**config.mk**
```make
export PLATFORM = sky130hd
export DESIGN_NAME = audio_stream_ctrl
export DESIGN_NICKNAME = d
export VERILOG_FILES = /design/src/rtl/audio_stream_ctrl.sv
export SDC_FILE = /design/constraint.sdc
export NUM_CORES = 1
export LEC_CHECK = 0
export ABC_AREA = 1
export CORE_UTILIZATION = 52
export CTS_BUF_LIST = sky130_fd_sc_hd__clkbuf_16
export CTS_CLUSTER_SIZE = 12
export DETAILED_ROUTE_END_ITERATION = 10
export PLACE_DENSITY = 0.81
export SETUP_SLACK_MARGIN = 0.15
export SKIP_LAST_GASP = 1
export SLEW_MARGIN = 0
export SYNTH_ARGS = -nofsm -noshare
export SYNTH_HDL_FRONTEND = slang
export SYNTH_SLANG_ARGS = --single-unit
```
**constraint.sdc**
```tcl
create_clock -name clk -period 2.6 [get_ports clk]
set_clock_uncertainty 0.1 [all_clocks]
set_input_delay 0.52 -clock clk [delete_from_list [all_inputs] [get_ports clk]]
set_output_delay 0.52 -clock clk [all_outputs]
set_load 0.005 [all_outputs]
```
**src/rtl/audio_stream_ctrl.sv**
```systemverilog
// UART-to-DAC stream sequencer: frame assembly, sample-rate read strobe, playback FSM, host flow control.
// Optional event counters are built only when AUDIO_STREAM_CTRL_STATS_EN is defined.
module audio_stream_ctrl #(
  parameter int CLK_FREQ     = 12_000_000,
  parameter int SAMPLE_FREQ  = 44_100,
  parameter int FILL_BITS    = 12,
  parameter int START_LEVEL  = 2048,
  parameter int LOW_LEVEL    = 1228,
  parameter int HIGH_LEVEL   = 2867,
  parameter int BYTE_TIMEOUT = 1200
) (
  input  logic                 clk,
  input  logic                 reset,
  input  logic                 enable,
  input  logic                 rx_received,
  input  logic [7:0]           rx_data,
  input  logic [FILL_BITS-1:0] fifo_fill,
  input  logic                 fifo_empty,
  input  logic                 fifo_full,
  output logic                 fifo_wr_en,
  output logic [31:0]          fifo_wr_data,
  output logic                 fifo_rd_en,
  output logic                 dac_mute,
  output logic                 host_go,
  output logic [1:0]           state,
  output logic [7:0]           underrun_count,
  output logic [7:0]           overflow_count,
  output logic [7:0]           resync_count
);

  localparam int ACC_W  = $clog2(CLK_FREQ + SAMPLE_FREQ + 1);
  localparam int IDLE_W = $clog2(BYTE_TIMEOUT + 1);

  localparam logic [ACC_W-1:0]     CLK_INC    = ACC_W'(CLK_FREQ);
  localparam logic [ACC_W-1:0]     SAMPLE_INC = ACC_W'(SAMPLE_FREQ);
  localparam logic [IDLE_W-1:0]    IDLE_LIMIT = IDLE_W'(BYTE_TIMEOUT);
  localparam logic [FILL_BITS-1:0] START_L    = FILL_BITS'(START_LEVEL);
  localparam logic [FILL_BITS-1:0] LOW_L      = FILL_BITS'(LOW_LEVEL);
  localparam logic [FILL_BITS-1:0] HIGH_L     = FILL_BITS'(HIGH_LEVEL);

  localparam logic [1:0] ST_IDLE   = 2'd0;
  localparam logic [1:0] ST_PREBUF = 2'd1;
  localparam logic [1:0] ST_PLAY   = 2'd2;

  logic [1:0]        byte_idx;
  logic [IDLE_W-1:0] idle_cnt;
  logic [ACC_W-1:0]  phase_acc;
  logic [ACC_W-1:0]  phase_sum;
  logic              tick;
  logic              timeout;
  logic              frame_done;
  logic              underrun;

  assign phase_sum  = phase_acc + SAMPLE_INC;
  assign tick       = (phase_sum >= CLK_INC);
  assign timeout    = !rx_received && (byte_idx != 2'd0) && (idle_cnt == IDLE_LIMIT);
  assign frame_done = rx_received && (byte_idx == 2'd3);
  assign underrun   = (state == ST_PLAY) && enable && tick && fifo_empty;
  assign dac_mute   = (state != ST_PLAY);

  // The assembly register doubles as the write data, so it stays stable until the next byte lands.
  always_ff @(posedge clk) begin
    if (reset) begin
      byte_idx     <= 2'd0;
      idle_cnt     <= '0;
      fifo_wr_data <= 32'd0;
      fifo_wr_en   <= 1'b0;
    end else begin
      fifo_wr_en <= frame_done && !fifo_full;
      if (rx_received) begin
        idle_cnt <= '0;
        byte_idx <= byte_idx + 2'd1;
        case (byte_idx)
          2'd0:    fifo_wr_data[23:16] <= rx_data;
          2'd1:    fifo_wr_data[31:24] <= rx_data;
          2'd2:    fifo_wr_data[7:0]   <= rx_data;
          default: fifo_wr_data[15:8]  <= rx_data;
        endcase
      end else begin
        if (idle_cnt != IDLE_LIMIT)
          idle_cnt <= idle_cnt + 1'b1;
        if (timeout)
          byte_idx <= 2'd0;
      end
    end
  end

  always_ff @(posedge clk) begin
    if (reset) begin
      phase_acc  <= '0;
      fifo_rd_en <= 1'b0;
      state      <= ST_IDLE;
    end else begin
      phase_acc  <= tick ? (phase_sum - CLK_INC) : phase_sum;
      fifo_rd_en <= (state == ST_PLAY) && enable && tick && !fifo_empty;
      if (!enable) begin
        state <= ST_IDLE;
      end else begin
        case (state)
          ST_IDLE:   state <= ST_PREBUF;
          ST_PREBUF: if (fifo_fill >= START_L) state <= ST_PLAY;
          ST_PLAY:   if (underrun) state <= ST_PREBUF;
          default:   state <= ST_IDLE;
        endcase
      end
    end
  end

  // Hysteresis keeps the host line from chattering around a single threshold.
  always_ff @(posedge clk) begin
    if (reset)
      host_go <= 1'b1;
    else if (fifo_fill <= LOW_L)
      host_go <= 1'b1;
    else if (fifo_fill >= HIGH_L)
      host_go <= 1'b0;
  end

`ifdef AUDIO_STREAM_CTRL_STATS_EN
  logic overflow;
  assign overflow = frame_done && fifo_full;

  always_ff @(posedge clk) begin
    if (reset) begin
      underrun_count <= 8'd0;
      overflow_count <= 8'd0;
      resync_count   <= 8'd0;
    end else begin
      if (underrun && underrun_count != 8'hFF)
        underrun_count <= underrun_count + 8'd1;
      if (overflow && overflow_count != 8'hFF)
        overflow_count <= overflow_count + 8'd1;
      if (timeout && resync_count != 8'hFF)
        resync_count <= resync_count + 8'd1;
    end
  end
`else
  assign underrun_count = 8'd0;
  assign overflow_count = 8'd0;
  assign resync_count   = 8'd0;
`endif

endmodule

```
==> impl_metrics.json <==
{
  "die_area_sq_um": 8480,
  "setup_violations": 0,
  "dieHeight_um": 92.1,
  "fin_crit_sh_pct": 94.3,
  "holdCritPathClass": "reg2reg",
  "drt_pass1_iterations": 5,
  "layout_commonest_cell": "nor2_1",
  "critPathSlowestCell": "dfxtp_4",
  "grt_antenna_before_repair": 0,
  "final_nets": 744,
  "synth_cell_types": 40,
  "worst-path-buf-inv": 1,
  "grt_pass1_wl_mm": 17.4,
  "crit_required_ps": 2710,
  "grt_use_total_pct": 25.6,
  "async_reset_ff_share_pct": 0,
  "syn_area_per_cell_sq_um": 6.73,
  "crit_fanout": 5,
  "diodes": 0,
  "synth_edf_count": 0,
  "critical_path_class": "reg2reg",
  "cts_hold_buf": 0,
  "numCtsBuffers": 9,
  "dpl_worst_slack_ps": 75.9,
  "cts_tree": "built",
  "initial_utilization_pct": 54.1,
  "fp.dieW_um": 92.1,
  "final_cell_mix": "121 x nor2_1, 120 x nand2_1, 63 x clkdlybuf4s50_1, 62 x dfxtp_1, 56 x inv_1",
  "clock_latency_ps": 330,
  "cts_max_path_buffers": 2,
  "wl_mm": 11.6,
  "synthesis.area_sq_um": 4220,
  "yosys_warnings": 0,
  "critPathLaunchType": "flip-flop",
  "cts_sinks": 72,
  "worstPathArrival_ps": 2560,
  "filler_cell_count": 576,
  "peakVddDrop_v": 0.000379,
  "syn_inst": 627,
  "cts_max_level": 3,
  "ys_seq_area_share_pct": 34.2,
  "drc_errors": 0,
  "overflow": 0,
  "drt_iter0_drc": 262,
  "layout-drive-gt1-share_pct": 17.7,
  "io_pins": 88,
  "drtAntennaViolNets": 0,
  "worstPathCellList": "nand3_2, o21ai_2, nand2_2, xor2_2, ha_2, inv_2, nand2_2, nand3_2, nand3_4, nand3_4, nand2_8, nand2_1, o21ai_1, nor2_1",
  "clk_pin_slew_ps": 60,
  "synth-seq-cells": 72,
  "slew_headroom_pct": 59.8,
  "fmax_mhz": 408,
  "min_period_ps": 2450,
  "drv_cap": 0,
  "via_per_inst": 5.32,
  "io_buffer_count": 63,
  "slew_violations": 0,
  "gp_congestion": 0.934,
  "area_delta_synth_final_pct": 30.5,
  "ys.flop_type": "dfxtp_1",
  "p_leak_nw": 2.28,
  "cp-end-kind": "flip-flop",
  "wire_per_inst_um": 14.2,
  "slowest_delay_ps": 370,
  "status": "finished, final reports clean",
  "grt_pass1_vias": 3927,
  "p_per_area_nw_per_um2": 543,
  "cts_root_buf": "clkbuf_16",
  "rows": 32,
  "grt_max_degree": 33,
  "num_vias": 4334,
  "path_delay_family": "simple AND/OR/NAND/NOR gates",
  "hold_viol": 0,
  "hpwl_mm": 7.78,
  "worst_pin_slew_ps": 603,
  "setup-tns-final_ps": 0,
  "core_area_sq_um": 7810,
  "fin_ws_ps": 149
}
==> repair_timing <==
| item | 4_1_cts | 5_1_grt |
|---|---|---|
| pin swaps | 2 | 19 |
| setup endpoints to repair | 14 | 18 |
| gates resized for setup | 9 | 59 |
| cloned | 0 | 2 |
| setup buffers | 2 | 7 |
==> final timing paths <==
path                startpoint            end  slack, ps  cells past startpoint
setup / recovery  phase_acc[3]  phase_acc[18]        150                     14
hold / removal    phase_acc[2]   phase_acc[2]        360                      1
setup reg to reg  phase_acc[3]  phase_acc[18]        150                     14
hold reg to reg   phase_acc[2]   phase_acc[2]        360                      1
==> sequential cells by signal, indices dropped and copies added, names as in the netlist <==
register	cells
fifo_wr_data	32
phase_acc	22
idle_cnt	11
byte_idx	2
state	2
fifo_rd_en	1
fifo_wr_en	1
host_go	1
==> layout make-up <==
cell class                 instances  area (sq um)  area share (%)
inverter                          66           260            4.73
timing repair buffer              78           771            14.0
clock buffer                       9           225            4.09
tap                              102           128            2.32
multi-input combinational        480          2590            47.0
sequential                        72          1460            26.5
clock inverter                     7          62.6            1.14
timing repair inverter             1          8.76           0.159
==> routing by layer <==
| layer | wire, um | share of wire (%) | vias to the layer above | GRT usage (%) |
|---|---|---|---|---|
| li1 | - | - | 2127 | - |
| met5 | 0 | 0 | - | 0 |
| met4 | 387 | 3.3 | 0 | 12.0 |
| met1 | 4600 | 40 | 1972 | 29.9 |
| met2 | 5820 | 50 | 201 | 46.0 |
| met3 | 753 | 6.5 | 34 | 3.40 |
==> cell usage after synthesis, types with 2 or more instances <==
library cell    n  area [sq um]
a21oi_1        25           125
a21oi_2         3          26.3
buf_4          24           180
buf_6           2          22.5
clkbuf_1        7          26.3
dfxtp_1        72          1440
ha_1           10           125
inv_1          56           210
inv_2           9          33.8
nand2_1       127           477
nand2_2         9          56.3
nand2_4         3          33.8
nand3_1        37           185
nand3_2         7          70.1
nand3b_1        3          22.5
nand4_1        11          68.8
nor2_1        128           480
nor2_2          7          43.8
nor2_4          5          56.3
nor3_1          5          25.0
nor3_2          5          50.1
o21a_1          3          22.5
o21ai_0        43           215
o21ai_1         3          15.0
o21ai_2         2          17.5
o31ai_1         2          15.0
xnor2_1         3          26.3
xor2_1          4          35.0
==> cells by family (layout without fill, tap and decap cells) <==
group           after synthesis  count (layout)  synth area share, %
buf+inv                      99             161                 11.4
fa+ha+maj                    10              10                 2.96
other cells                   1              24               0.0889
flops                        72              72                 34.2
simple gates                351             352                 37.9
compound gates               86              86                 11.4
xor+xnor                      8               8                 2.11
==> power by group <==
| group | leakage [nW] | internal, mW | switching, mW | total (mW) |
|---|---|---|---|---|
| combinational | 1.54 | 0.228 | 0.335 | 0.563 |
| sequential | 0.592 | 1.17 | 0.0655 | 1.23 |
| clock | 0.142 | 0.734 | 0.464 | 1.20 |
| total | 2.28 | 2.13 | 0.865 | 2.99 |
==> metrics by stage <==
step	utilization [%]	power, mW	hold slack [ps]	area [sq um]	instances
2_1_floorplan	-	1.58	345	4310	650
3_3_place_gp	62.7	1.73	358	4890	788
3_5_place_dp	62.7	1.75	363	4890	788
4_1_cts	66.9	2.94	352	5230	806
5_1_grt	70.5	3.12	381	5510	815
6_report	70.5	2.99	364	5510	815
(Power assumes the default switching activity.)
